[config.mk]
export PLATFORM = sky130hd
export DESIGN_NAME = iter_muldiv
export DESIGN_NICKNAME = d
export VERILOG_FILES = /design/src/rtl/iter_muldiv.sv
export SDC_FILE = /design/constraint.sdc
export NUM_CORES = 1
export LEC_CHECK = 0
export BUFFER_PORTS_ARGS = -buffer_cell sky130_fd_sc_hd__buf_4
export CORE_MARGIN = 2
export CORE_UTILIZATION = 40
export DETAILED_ROUTE_END_ITERATION = 8
export MAX_ROUTING_LAYER = met4
export PLACE_DENSITY = 0.62
export SYNTH_ARGS = -nofsm -noshare
export SYNTH_HDL_FRONTEND = slang
export SYNTH_SLANG_ARGS = --single-unit
[constraint.sdc]
create_clock -name clk -period 10.5 [get_ports clk]
set_input_delay 1.05 -clock clk [delete_from_list [all_inputs] [get_ports clk]]
set_output_delay 1.05 -clock clk [all_outputs]
set_load 0.05 [all_outputs]
[src/rtl/iter_muldiv.sv]
// iter_muldiv: iterative RV32M multiply/divide unit for the execute stage.
//   Multiplies by shift-add and divides by restoring division on operand
//   magnitudes, one bit per cycle (32 busy cycles). The sign is fixed up at
//   the end. Divide-by-zero and signed overflow finish in a single cycle.
// Ports:
//   clk       - clock, all state on rising edge
//   rst       - asynchronous active-low reset
//   alu_opE   - execute-stage ALU op (M-ops 01011..10010)
//   SrcAE     - rs1 operand (multiplicand / dividend)
//   SrcBE     - rs2 operand (multiplier / divisor)
//   flush     - aborts a running operation
//   mul_use   - stall request while an M-op result is pending
//   flagM     - one-cycle strobe, result_m valid
//   result_m  - M-op result, held until the next flagM
module iter_muldiv #(
    parameter int XLEN = 32
) (
    input  logic            clk,
    input  logic            rst,
    input  logic [4:0]      alu_opE,
    input  logic [XLEN-1:0] SrcAE,
    input  logic [XLEN-1:0] SrcBE,
    input  logic            flush,
    output logic            mul_use,
    output logic            flagM,
    output logic [XLEN-1:0] result_m
);

    localparam logic [4:0] OP_MUL    = 5'b01011;
    localparam logic [4:0] OP_MULH   = 5'b01100;
    localparam logic [4:0] OP_MULHSU = 5'b01101;
    localparam logic [4:0] OP_MULHU  = 5'b01110;
    localparam logic [4:0] OP_DIV    = 5'b01111;
    localparam logic [4:0] OP_DIVU   = 5'b10000;
    localparam logic [4:0] OP_REM    = 5'b10001;
    localparam logic [4:0] OP_REMU   = 5'b10010;
    localparam int         CW        = $clog2(XLEN);

    typedef enum logic [1:0] {IDLE, BUSY, DONE} state_t;

    state_t            state;
    logic [CW-1:0]     cnt;
    logic [4:0]        op_q;
    logic              neg_a;     // rs1 was negative: remainder sign
    logic              neg_x;     // product / quotient sign
    logic [2*XLEN-1:0] prod;
    logic [2*XLEN-1:0] mcand;
    logic [XLEN-1:0]   mplier;
    logic [XLEN-1:0]   quo;
    logic [XLEN-1:0]   rem;
    logic [XLEN-1:0]   dvsr;

    // Decode of the incoming op
    logic            is_m, is_mul, is_rem, a_signed, b_signed, sa, sb;
    logic            start, special;
    logic [XLEN-1:0] mag_a, mag_b, spec_res;

    always_comb begin
        is_m     = alu_opE inside {[OP_MUL:OP_REMU]};
        is_mul   = alu_opE inside {[OP_MUL:OP_MULHU]};
        is_rem   = (alu_opE == OP_REM) || (alu_opE == OP_REMU);
        a_signed = alu_opE inside {OP_MULH, OP_MULHSU, OP_DIV, OP_REM};
        b_signed = alu_opE inside {OP_MULH, OP_DIV, OP_REM};
        sa       = a_signed & SrcAE[XLEN-1];
        sb       = b_signed & SrcBE[XLEN-1];
        mag_a    = sa ? -SrcAE : SrcAE;
        mag_b    = sb ? -SrcBE : SrcBE;
        start    = is_m & ~flush;
        special  = 1'b0;
        spec_res = '0;
        if (!is_mul && SrcBE == '0) begin
            special  = 1'b1;
            spec_res = is_rem ? SrcAE : '1;
        end else if ((alu_opE == OP_DIV || alu_opE == OP_REM) &&
                     SrcAE == {1'b1, {(XLEN-1){1'b0}}} && SrcBE == '1) begin
            special  = 1'b1;
            spec_res = is_rem ? '0 : {1'b1, {(XLEN-1){1'b0}}};
        end
    end

    // One iteration of both datapaths; op_q picks which one is used
    logic [2*XLEN-1:0] prod_n, mul_full;
    logic [XLEN:0]     r_shift, diff;
    logic [XLEN-1:0]   quo_n, rem_n, final_res;
    logic              last;

    always_comb begin
        prod_n   = mplier[0] ? prod + mcand : prod;
        mul_full = neg_x ? -prod_n : prod_n;
        r_shift  = {rem, quo[XLEN-1]};
        diff     = r_shift - {1'b0, dvsr};
        if (!diff[XLEN]) begin
            rem_n = diff[XLEN-1:0];
            quo_n = {quo[XLEN-2:0], 1'b1};
        end else begin
            rem_n = r_shift[XLEN-1:0];
            quo_n = {quo[XLEN-2:0], 1'b0};
        end
        last = (cnt == CW'(XLEN-1));
        case (op_q)
            OP_MUL:                      final_res = mul_full[XLEN-1:0];
            OP_MULH, OP_MULHSU, OP_MULHU: final_res = mul_full[2*XLEN-1:XLEN];
            OP_DIV, OP_DIVU:             final_res = neg_x ? -quo_n : quo_n;
            default:                     final_res = neg_a ? -rem_n : rem_n;
        endcase
    end

    // Stall is raised combinationally in the capture cycle so the pipeline
    // freezes before the first busy cycle.
    assign mul_use = rst & ((state == BUSY) | ((state == IDLE) & start));

    always_ff @(posedge clk or negedge rst) begin
        if (!rst) begin
            state    <= IDLE;
            cnt      <= '0;
            op_q     <= '0;
            neg_a    <= 1'b0;
            neg_x    <= 1'b0;
            prod     <= '0;
            mcand    <= '0;
            mplier   <= '0;
            quo      <= '0;
            rem      <= '0;
            dvsr     <= '0;
            flagM    <= 1'b0;
            result_m <= '0;
        end else begin
            case (state)
                IDLE: begin
                    if (start) begin
                        op_q  <= alu_opE;
                        neg_a <= sa;
                        neg_x <= sa ^ sb;
                        cnt   <= '0;
                        if (special) begin
                            result_m <= spec_res;
                            flagM    <= 1'b1;
                            state    <= DONE;
                        end else begin
                            prod   <= '0;
                            mcand  <= {{XLEN{1'b0}}, mag_a};
                            mplier <= mag_b;
                            quo    <= mag_a;
                            rem    <= '0;
                            dvsr   <= mag_b;
                            state  <= BUSY;
                        end
                    end
                end
                BUSY: begin
                    if (flush) begin
                        state <= IDLE;
                    end else begin
                        prod   <= prod_n;
                        mcand  <= {mcand[2*XLEN-2:0], 1'b0};
                        mplier <= {1'b0, mplier[XLEN-1:1]};
                        quo    <= quo_n;
                        rem    <= rem_n;
                        cnt    <= cnt + 1'b1;
                        if (last) begin
                            result_m <= final_res;
                            flagM    <= 1'b1;
                            state    <= DONE;
                        end
                    end
                end
                DONE: begin
                    flagM <= 1'b0;
                    state <= IDLE;
                end
                default: state <= IDLE;
            endcase
        end
    end

endmodule

; After elaboration in Yosys (flattened, before gate mapping)
; Index checks and enable logic that the tools add are counted.
[classes]
addsub = 8
multipliers = 0
div_mod_pow = 0
magnitude_cmp = 3
n_eq_ne = 22
shifts = 0
n_mux = 53
n_bitwise = 9
reduce_logical = 23
[ops]
columns = cell, n
row1 = two-way mux 32 bit, 22
row2 = two-way mux 64 bit, 8
row3 = case mux 32 bit (2 select lines), 4
row4 = case mux 64 bit (2 select lines), 2
row5 = negation 32 bit, 4
row6 = case mux 32 bit (3 select lines), 1
row7 = adder 64 bit, 1
row8 = == test 32 bit (second input constant), 2
row9 = negation 64 bit, 1
row10 = == test 5 x 4 -> 1 bit (second input constant), 8
row11 = subtractor 33 x 32 -> 33 bit, 1
row12 = logical NOT 32 bit, 1
row13 = == test 5 bit (second input constant), 4
row14 = two-way mux 5 bit, 2
row15 = != test 2 bit (second input constant), 5
row16 = case mux 5 bit (2 select lines), 1
row17 = AND reduction 5 bit, 2
row18 = two-way mux 2 bit, 4
row19 = two-way mux 1 bit, 7
row20 = AND reduction 3 bit, 2
row21 = nonzero test 3 bit, 2
row22 = adder 5 x 1 -> 5 bit (second input constant), 1
row23 = AND 1 bit, 5
row24 = greater-or-equal comparator 5 x 4 -> 1 bit (second input constant), 1
row25 = 20 further kinds, 27
[totals]
regBits = 303
latch_bits = 0
ram_bits = 0
rom_bits = 0
inputBits = 72
output_inout_bits = 34
memories = 0

; Logic depth before layout (Yosys ltp)
; Gate-level depths: netlist of the first run.
[depth]
word_depth = 9
ltp_mapped = 26

; Least setup slack after synthesis of the first run
; No wires, ideal clock.
[synth_path]
kind = reg-to-reg
start = register quo[31]
end = register result_m[26]
setup_ns = 0.119
arrival_ns = 5.677
t_required_ns = 10.381
setup_slack_ns = 4.704
path_stages_with_launch = 26
path_buffers = 2
period_less_slack_ns = 5.796
cell_sequence = dfrtp_1 inv_1 ha_1 inv_1 fa_1 a211oi_1 nor4b_1 o211ai_1 a2111o_1 a31oi_1 nor2_1 clkinv_1 buf_1 buf_1 ha_1 nand2_1 or4_1 o41ai_1 nand2b_1 o41ai_1 xnor2_1 a211oi_1 o21ai_0 a221oi_1 o311ai_1 o21a_1
[synth_between]
elab_chain_cells = 8
elab_cells_between_ends = 11
cone_classes = 3 x add/sub / 8 x mux
[synth_lines]
columns = element, line_no
row1 = start: declaration, 49  ; logic [XLEN-1:0] quo;
row2 = start signal: assignment, 143  ; quo <= mag_a;
row3 = start signal: assignment, 157  ; quo <= quo_n;
row4 = subtractor 33 x 32 -> 33 bit, 91  ; diff = r_shift - {1'b0, dvsr};
row5 = two-way mux 32 bit or two-way mux 1 bit (tied branches), 92  ; if (!diff[XLEN]) begin
row6 = "negation 32 bit, on equally long branches", "104, 103"
row7 = "two-way mux 32 bit, on equally long branches", "104, 103"
row8 = case mux 32 bit (3 select lines) *, 100  ; case (op_q)
row9 = two-way mux 32 bit *, 160  ; if (last) begin
row10 = two-way mux 32 bit *, 151  ; if (flush) begin
row11 = case mux 32 bit (2 select lines) *, 128  ; case (state)
row12 = end signal: assignment, 136  ; result_m <= spec_res;
row13 = end signal: assignment, 161  ; result_m <= final_res;
row14 = end: declaration, 26  ; output logic [XLEN-1:0] result_m
; Every way passes the cells marked *; elsewhere a longest branch is shown, timed or not. The select of a mux whose other input is x is not followed.
; A chain may end at the register's enable or synchronous reset.

; Final worst setup path of the first run
; Ends and elaborated chain as after synthesis.

==> load_flow_metrics.sql, run 1 <==
INSERT INTO impl_metrics (metric_group, metric, value, unit) VALUES
('flow_run', 'max_cap_viol_count', '0', ''),
('placement', 'routability_congestion_estimate_from_global_placement', '1.01', ''),
('synthesis', 'post-synth-top-area-fraction', '0.299', ''),
('global_routing', 'wire_length_of_the_first_global_routing_pass', '150', 'mm'),
('floorplan', 'fp.dieW', '256', 'um'),
('power_and_ir_drop', 'leakage', '11.3', 'nW'),
('placement', 'pre_cts_slack', '3.71', 'ns'),
('route', 'via_per_inst', '6.42', ''),
('floorplan', 'design.core.area', '62900', 'sq um'),
('final_layout', 'nets', '3332', ''),
('synthesis', 'yosysWarnings', '0', ''),
('worst_setup_path', 'critical_path.cell_chain', 'inv_1 > ha_1 > inv_1 > fa_1 > a211oi_1 > nor4b_1 > o211ai_1 > a2111oi_0 > nor4_1 > nor2_4 > clkinv_1 > ha_1 > nand2_1 > or4_1 > o41ai_1 > nand2b_1 > o41ai_1 > xnor2_1 > a211oi_1 > o21ai_0 > a221oi_1 > o311ai_1 > o21a_1', ''),
('cts', 'number_of_cells_upsized_or_downsized_after_cts', '0', ''),
('route', 'maxUsedRoutingLayer', 'met4', ''),
('status', 'outcome', 'finished clean', ''),
('worst_setup_path', 'worstPathBufferInverterCount', '3', ''),
('placement', 'port-buffer-count', '105', ''),
('synthesis', 'synth.ff_latch_count', '303', ''),
('route', 'drc_errors', '0', ''),
('synthesis', 'synth.yosys.seq_area_share', '0.299', ''),
('timing', 'final-setup-viol-count', '0', ''),
('worst_setup_path', 'crit_path_max_incr_delay', '0.75', 'ns'),
('synthesis', 'synth.top_cells.by_area', 'sky130_fd_sc_hd__dfrtp_1 30%, sky130_fd_sc_hd__o21ai_0 7.0%, sky130_fd_sc_hd__nand2_1 5.4%', ''),
('cts', 'cts.htree.levels', '2', ''),
('synthesis', 'mappedNetlistNets', '3356', ''),
('global_routing', 'first_global_vias', '24135', ''),
('cts', 'clock_sinks', '303', ''),
('route', 'detail_routed_net_length_per_standard_cell', '24.4', 'um'),
('synthesis', 'post_synth_edffs', '0', ''),
('synthesis', 'syn-instance-count', '3179', ''),
('synthesis', 'synthesis.area_per_instance', '7.96', 'sq um'),
('worst_setup_path', 'max_fo_critical_path', '35', ''),
('hold_path', 'hold_path.class', 'in2async', ''),
('synthesis', 'yosysMostFrequentCell', 'sky130_fd_sc_hd__nand2_1', ''),
('timing', 'setup_ws', '3.52', 'ns'),
('final_layout', 'area.growth.synth_to_final', '11.0', '%'),
('power_and_ir_drop', 'pwr_density_cell', '352', 'nW/um^2'),
('worst_setup_path', 'crit_path_end_kind', 'flip-flop', ''),
('timing', 'tightestPinTransition', '1.14', 'ns'),
('route', 'met3_length', '8.75', 'mm'),
('placement', 'dpl.hpwl', '73.9', 'mm'),
('timing', 'setup_tns', '0', 'ns'),
('route', 'num_vias', '25899', ''),
('global_routing', 'maximum_number_of_pins_on_one_net_before_global_route_repair', '165', ''),
('route', 'wirelength', '98.2', 'mm'),
('global_routing', 'globalRoute.totalOverflow', '0', ''),
('synthesis', 'dominantRegCellSynth', 'sky130_fd_sc_hd__dfrtp_1', ''),
('synthesis', 'synth.lib_cells_used.distinct', '104', ''),
('worst_setup_path', 'critPathLaunchType', 'flip-flop', ''),
('cts', 'tritoncts.num_buffers', '39', ''),
('cts', 'clk-insertion-delay-late', '0.58', 'ns'),
('timing', 'final.setup_skew', '0.0246', 'ns'),
('cts', 'post_cts_setup_buffers', '0', ''),
('worst_setup_path', 'timing_worst_setup_path_type', 'reg2reg', ''),
('floorplan', 'die_area', '65300', 'sq um'),
('worst_setup_path', 'timing.critical_path.arrival', '7.43', 'ns'),
('worst_setup_path', 'cp_data_required_time', '10.95', 'ns'),
('floorplan', 'initial_core_util', '0.403', ''),
('synthesis', 'synthArstFlopShare', '1.00', ''),
('timing', 'min_period_over_period', '0.665', ''),
('route', 'detailedRoute.firstIterationViolations', '3125', ''),
('global_routing', 'grt.total_usage', '0.302', ''),
('synthesis', 'synthTopCellsByCount', '361 x sky130_fd_sc_hd__nand2_1, 356 x sky130_fd_sc_hd__o21ai_0, 303 x sky130_fd_sc_hd__dfrtp_1', ''),
('cts', 'clock_root_buffer_master', 'sky130_fd_sc_hd__clkbuf_16', ''),
('final_layout', 'drive_above_1_share', '0.0908', ''),
('cts', 'cts_tree', 'done', ''),
('cts', 'worst_setup_hold_path_clk_slew', '0.06', 'ns'),
('synthesis', 'synth_top_cell_by_area', 'sky130_fd_sc_hd__dfrtp_1', ''),
('timing', 'unrepaired_setup_endpoints_after_global_routing', 'no', ''),
('floorplan', 'num_rows', '92', ''),
('worst_setup_path', 'cpMaxStageDelayCell', 'sky130_fd_sc_hd__nor4_1', '');
## state kept, by name, summed over array words and instances, names as in the netlist
signal    count
neg_a         1
dvsr         32
cnt           5
rem          32
op_q          5
neg_x         1
mplier       32
flagM         1
prod         64
mcand        64
result_m     32
quo          32
state         2
## worst paths after layout
check | cells past startpoint | slack, ns | end | from
max in group asynchronous | 2 | 8.76 | mplier[0] | rst
min reg2reg | 2 | 0.48 | dvsr[22] | dvsr[22]
max reg2reg | 23 | 3.52 | result_m[26] | quo[31]
min in group clk | 2 | 0.48 | dvsr[22] | dvsr[22]
min | 1 | 0.40 | result_m[5] | rst
max | 23 | 3.52 | result_m[26] | quo[31]
## layout make-up
| cell class | count | area [sq um] |
|---|---|---|
| Timing Repair Buffer | 143 | 1110 |
| Multi-Input combinational cell | 2589 | 16700 |
| Tap cell | 846 | 1060 |
| Clock inverter | 16 | 225 |
| Inverter | 79 | 297 |
| Clock buffer | 53 | 1130 |
| Sequential cell | 303 | 7590 |
| Fill cell | 6434 | 34700 |
| Antenna cell | 3 | 7.51 |
## placed cells by master (no fill, tap or decap), types with 13 or more instances in the layout
cell type,instances
sky130_fd_sc_hd__o21ai_0,354
sky130_fd_sc_hd__o41ai_1,18
sky130_fd_sc_hd__o221ai_1,26
sky130_fd_sc_hd__o211ai_1,21
sky130_fd_sc_hd__a21o_1,43
sky130_fd_sc_hd__nand3_1,55
sky130_fd_sc_hd__nand2b_1,25
sky130_fd_sc_hd__a211oi_1,41
sky130_fd_sc_hd__nand4_1,71
sky130_fd_sc_hd__a211o_1,13
sky130_fd_sc_hd__a31oi_1,28
sky130_fd_sc_hd__nand2_1,361
sky130_fd_sc_hd__inv_1,74
sky130_fd_sc_hd__buf_4,140
sky130_fd_sc_hd__a221o_1,69
sky130_fd_sc_hd__a21oi_1,268
sky130_fd_sc_hd__a22oi_1,16
sky130_fd_sc_hd__o21a_1,27
sky130_fd_sc_hd__or2_2,17
sky130_fd_sc_hd__xnor2_1,92
sky130_fd_sc_hd__clkbuf_16,39
sky130_fd_sc_hd__a221oi_1,20
sky130_fd_sc_hd__nor2_1,218
sky130_fd_sc_hd__and3_1,17
sky130_fd_sc_hd__dfrtp_1,301
sky130_fd_sc_hd__mux2i_1,52
sky130_fd_sc_hd__or3_1,39
sky130_fd_sc_hd__nor3_1,94
sky130_fd_sc_hd__nor4_1,29
sky130_fd_sc_hd__or4_1,20
sky130_fd_sc_hd__a22o_1,54
sky130_fd_sc_hd__xor2_1,108
sky130_fd_sc_hd__o31ai_1,48
sky130_fd_sc_hd__and2_1,15
sky130_fd_sc_hd__nor2b_1,13
sky130_fd_sc_hd__ha_1,103
## metal layers
layer | global-route usage | up-vias
li1 | - | 11923
met1 | 0.408 | 12512
met2 | 0.445 | 1254
met3 | 0.0462 | 210
met4 | 0.136 | 0
met5 | - | -
## cells by family after synthesis
logic type                 after synthesis  synth area share
DFF                                    303             0.299
and+or+nand+nor                       1031             0.196
xor gates and xnor gates               200            0.0692
adders and majority gates              105            0.0525
AOI/OAI and AO/OA                     1192             0.315
buffers and inverters                  287            0.0440
muxes                                   61            0.0246
## per-stage QoR
stage | utilization | cells | total power [mW]
after floorplan | - | 3179 | 6.33
after global placement | 0.425 | 3960 | 8.22
after detailed placement | 0.425 | 3960 | 8.23
after CTS | 0.447 | 4029 | 9.71
after global routing | 0.447 | 4029 | 10.5
final | 0.447 | 4032 | 9.88
## report_power, final
| group | leakage [nW] | internal [mW] | switching [mW] |
|---|---|---|---|
| sequential | 3.95 | 1.58 | 0.544 |
| clock | 0.657 | 0.857 | 0.587 |
| combinational | 6.66 | 2.13 | 4.18 |
(Power assumes the default switching activity.)
==> inputs of run 2 (changes only) <==
Settings changed: ABC_AREA set to 1.
Clock period 10.5 ns to 7.3 ns, I/O delays scaled along.
==> load_flow_metrics.sql, run 2 <==
INSERT INTO impl_metrics (metric_group, metric, value, unit) VALUES
('final_layout', 'fillCellCount', '7542', ''),
('timing', 'unrepaired_setup_endpoints_after_global_routing', 'no', ''),
('power_and_ir_drop', 'ir_drop', '0.296', 'mV'),
('synthesis', 'dominantRegCellSynth', 'sky130_fd_sc_hd__dfrtp_1', ''),
('cts', 'worst_setup_hold_path_clk_slew', '0.06', 'ns'),
('final_layout', 'final_cell_mix', '1564 x sky130_fd_sc_hd__nand2_1, 747 x sky130_fd_sc_hd__inv_1, 382 x sky130_fd_sc_hd__nor2_1', ''),
('final_layout', 'utilization', '0.448', ''),
('global_routing', 'maximum_number_of_pins_on_one_net_before_global_route_repair', '119', ''),
('status', 'outcome', 'finished clean', ''),
('floorplan', 'fp.dieW', '269', 'um'),
('cts', 'post_cts_setup_buffers', '0', ''),
('power_and_ir_drop', 'pwr_density_cell', '503', 'nW/um^2'),
('final_layout', 'antennaDiodeCount', '0', ''),
('synthesis', 'synth.yosys.seq_area_share', '0.271', ''),
('floorplan', 'die_area', '72100', 'sq um'),
('placement', 'port-buffer-count', '105', ''),
('placement', 'routability_congestion_estimate_from_global_placement', '0.987', ''),
('floorplan', 'io_pins', '106', ''),
('worst_setup_path', 'cp_common_cell', 'sky130_fd_sc_hd__nand2_1', ''),
('worst_setup_path', 'cpMaxStageDelayCell', 'sky130_fd_sc_hd__fa_1', ''),
('timing', 'max-slew-margin-rel', '0.276', ''),
('worst_setup_path', 'crit_path_max_incr_delay', '0.43', 'ns'),
('route', 'first_pass_iters', '6', ''),
('timing', 'final_max_slew_viols', '0', ''),
('global_routing', 'globalRoute.totalOverflow', '0', ''),
('synthesis', 'yosysWarnings', '0', ''),
('final_layout', 'drive_above_1_share', '0.0684', ''),
('synthesis', 'synthTopCellsByCount', '1566 x sky130_fd_sc_hd__nand2_1, 748 x sky130_fd_sc_hd__inv_1, 385 x sky130_fd_sc_hd__nor2_1', ''),
('final_layout', 'final_common_cell', 'sky130_fd_sc_hd__nand2_1', ''),
('cts', 'clock_root_buffer_master', 'sky130_fd_sc_hd__clkbuf_16', ''),
('route', 'final_antenna_net_count', '0', ''),
('synthesis', 'synth.lib_cells_used.distinct', '57', ''),
('cts', 'post_cts_hold_buffer_count', '0', ''),
('worst_setup_path', 'rr_worst_depth', '33', ''),
('timing', 'finalHoldViolations', '0', ''),
('power_and_ir_drop', 'leakage', '16.4', 'nW'),
('timing', 'tightestPinTransition', '1.09', 'ns'),
('synthesis', 'synth_top_cell_by_area', 'sky130_fd_sc_hd__dfrtp_1', ''),
('global_routing', 'grt.total_usage', '0.311', ''),
('timing', 'clock.fmax', '0.203', 'GHz'),
('worst_setup_path', 'crit_path_end_kind', 'flip-flop', ''),
('synthesis', 'synth.top_cells.by_area', 'sky130_fd_sc_hd__dfrtp_1 27%, sky130_fd_sc_hd__nand2_1 21%, sky130_fd_sc_hd__inv_1 10%', ''),
('worst_setup_path', 'cp_data_required_time', '7.77', 'ns'),
('timing', 'fin_hold_ws', '0.171', 'ns'),
('worst_setup_path', 'timing.critical_path.arrival', '5.40', 'ns'),
('floorplan', 'dieHeight', '269', 'um'),
('cts', 'cts.htree.levels', '2', ''),
('cts', 'clk-insertion-delay-late', '0.58', 'ns'),
('synthesis', 'synthesis.area_per_instance', '6.02', 'sq um'),
('placement', 'dpl.hpwl', '86.5', 'mm'),
('route', 'num_vias', '30410', ''),
('worst_setup_path', 'max_fo_critical_path', '30', ''),
('floorplan', 'num_rows', '96', ''),
('final_layout', 'layout_top_registers', 'mcand (64), prod (64)', ''),
('timing', 'min_period_over_period', '0.675', ''),
('timing', 'setup_tns', '0', 'ns'),
('synthesis', 'synth.ff_latch_count', '303', ''),
('flow_run', 'max_cap_viol_count', '0', ''),
('synthesis', 'syn-instance-count', '4650', ''),
('route', 'detail_routed_net_length_per_standard_cell', '19.5', 'um'),
('worst_setup_path', 'critPathLaunchType', 'flip-flop', ''),
('timing', 'final-setup-viol-count', '0', ''),
('cts', 'cts_tree', 'done', ''),
('power_and_ir_drop', 'net-switching-power', '8.98', 'mW'),
('route', 'drc_errors', '0', ''),
('hold_path', 'hold_path.class', 'in2async', ''),
('cts', 'clock_sinks', '303', ''),
('synthesis', 'synthArstFlopShare', '1.00', ''),
('worst_setup_path', 'setup.reg_to_reg.worst_slack', '2.38', 'ns'),
('route', 'wirelength', '110', 'mm'),
('final_layout', 'area.growth.synth_to_final', '10.3', '%'),
('cts', 'number_of_cells_upsized_or_downsized_after_cts', '0', ''),
('floorplan', 'initial_core_util', '0.406', ''),
('power_and_ir_drop', 'share_seq_of_total_power', '0.190', ''),
('route', 'detailedRoute.firstIterationViolations', '3363', ''),
('synthesis', 'mappedNetlistNets', '4827', ''),
('global_routing', 'antenna_found_initial', '0', ''),
('power_and_ir_drop', 'clock_share_of_power', '0.131', ''),
('power_and_ir_drop', 'p_int', '6.54', 'mW'),
('worst_setup_path', 'r2r_end', 'result_m[30]', ''),
('cts', 'tritoncts.num_buffers', '40', ''),
('route', 'via_per_inst', '5.39', ''),
('global_routing', 'first_global_vias', '28041', ''),
('synthesis', 'yosysMostFrequentCell', 'sky130_fd_sc_hd__nand2_1', ''),
('final_layout', 'nets', '4859', ''),
('power_and_ir_drop', 'power.combinational.fraction', '0.679', ''),
('cts', 'clk_path_buf_depth', '3', ''),
('timing', 'final.setup_skew', '0.0230', 'ns'),
('floorplan', 'design.core.area', '68900', 'sq um'),
('power_and_ir_drop', 'swShare', '0.579', ''),
('global_routing', 'wire_length_of_the_first_global_routing_pass', '167', 'mm'),
('worst_setup_path', 'timing_worst_setup_path_type', 'reg2reg', ''),
('worst_setup_path', 'rr_startpoint', 'quo[31]', ''),
('timing', 'finalCriticalPeriod', '4.92', 'ns'),
('synthesis', 'netlist_area', '28000', 'sq um'),
('synthesis', 'post_synth_edffs', '0', ''),
('synthesis', 'post-synth-top-area-fraction', '0.271', '');
run 2: logic make-up (layout without fill, tap and decap cells):
kind of cell | count (synthesis) | in the layout | synth area share
XOR/XNOR | 78 | 78 | 0.0244
flip-flops | 303 | 303 | 0.271
buffers and inverters | 897 | 958 | 0.124
AND/OR/NAND/NOR | 2554 | 2554 | 0.384
AO/OA/AOI/OAI | 713 | 713 | 0.149
adder cells (fa/ha/maj) | 105 | 105 | 0.0475
run 2: how the worst max path moves through the flow:
| stage | slack [ns] | to | start |
|---|---|---|---|
| after CTS | 2.45 | result_m[30] | quo[31] |
| after detailed placement | 2.46 | result_m[30] | quo[31] |
| after floorplan | 3.18 | result_m[30] | quo[31] |
| after global placement | 2.47 | result_m[30] | quo[31] |
| final | 2.38 | result_m[30] | quo[31] |
| after global routing | 1.87 | result_m[30] | quo[31] |
run 2: worst max-delay path, delay by kind of cell (launching register included):
family / cells / cell delay, ns
buf+inv: 6 / 0.43
flops: 1 / 0.36
simple gates: 22 / 2.79
fa+ha+maj: 3 / 0.86
compound gates: 2 / 0.38
run 2: power by group through the flow:
stage | sequential [mW] | clock [mW] | combinational (mW)
2_1_floorplan | 3.03 | 0 | 7.17
3_3_place_gp | 2.92 | 0 | 10.3
3_5_place_dp | 2.94 | 0 | 10.3
4_1_cts | 2.92 | 2.06 | 10.4
5_1_grt | 3.01 | 2.12 | 11.6
6_report | 2.95 | 2.03 | 10.5
run 2: metrics by stage:
step	area, sq um	setup slack (ns)	power, mW	std cells
2_1_floorplan	28000	3.18	10.2	4650
3_3_place_gp	29600	2.47	13.2	5571
3_5_place_dp	29600	2.46	13.2	5571
4_1_cts	30900	2.45	15.3	5642
5_1_grt	30900	1.87	16.8	5642
6_report	30900	2.38	15.5	5642
run 2: area by class of cell:
cell class                      count  area (sq um)  share of cell area
Inverter                          757          2850              0.0922
Clock buffer                       50          1100              0.0356
Sequential cell                   303          7580               0.246
Timing Repair Buffer              130           983              0.0318
Tap cell                          931          1160              0.0377
Multi-Input combinational cell   3450         17000               0.550
Clock inverter                     21           209             0.00677
run 2: metal layers:
metal | global-route usage | routed length (um)
met1 | 0.434 | 49900
met2 | 0.471 | 48100
met3 | 0.0369 | 8300
met4 | 0.0947 | 3470
met5 | - | 0
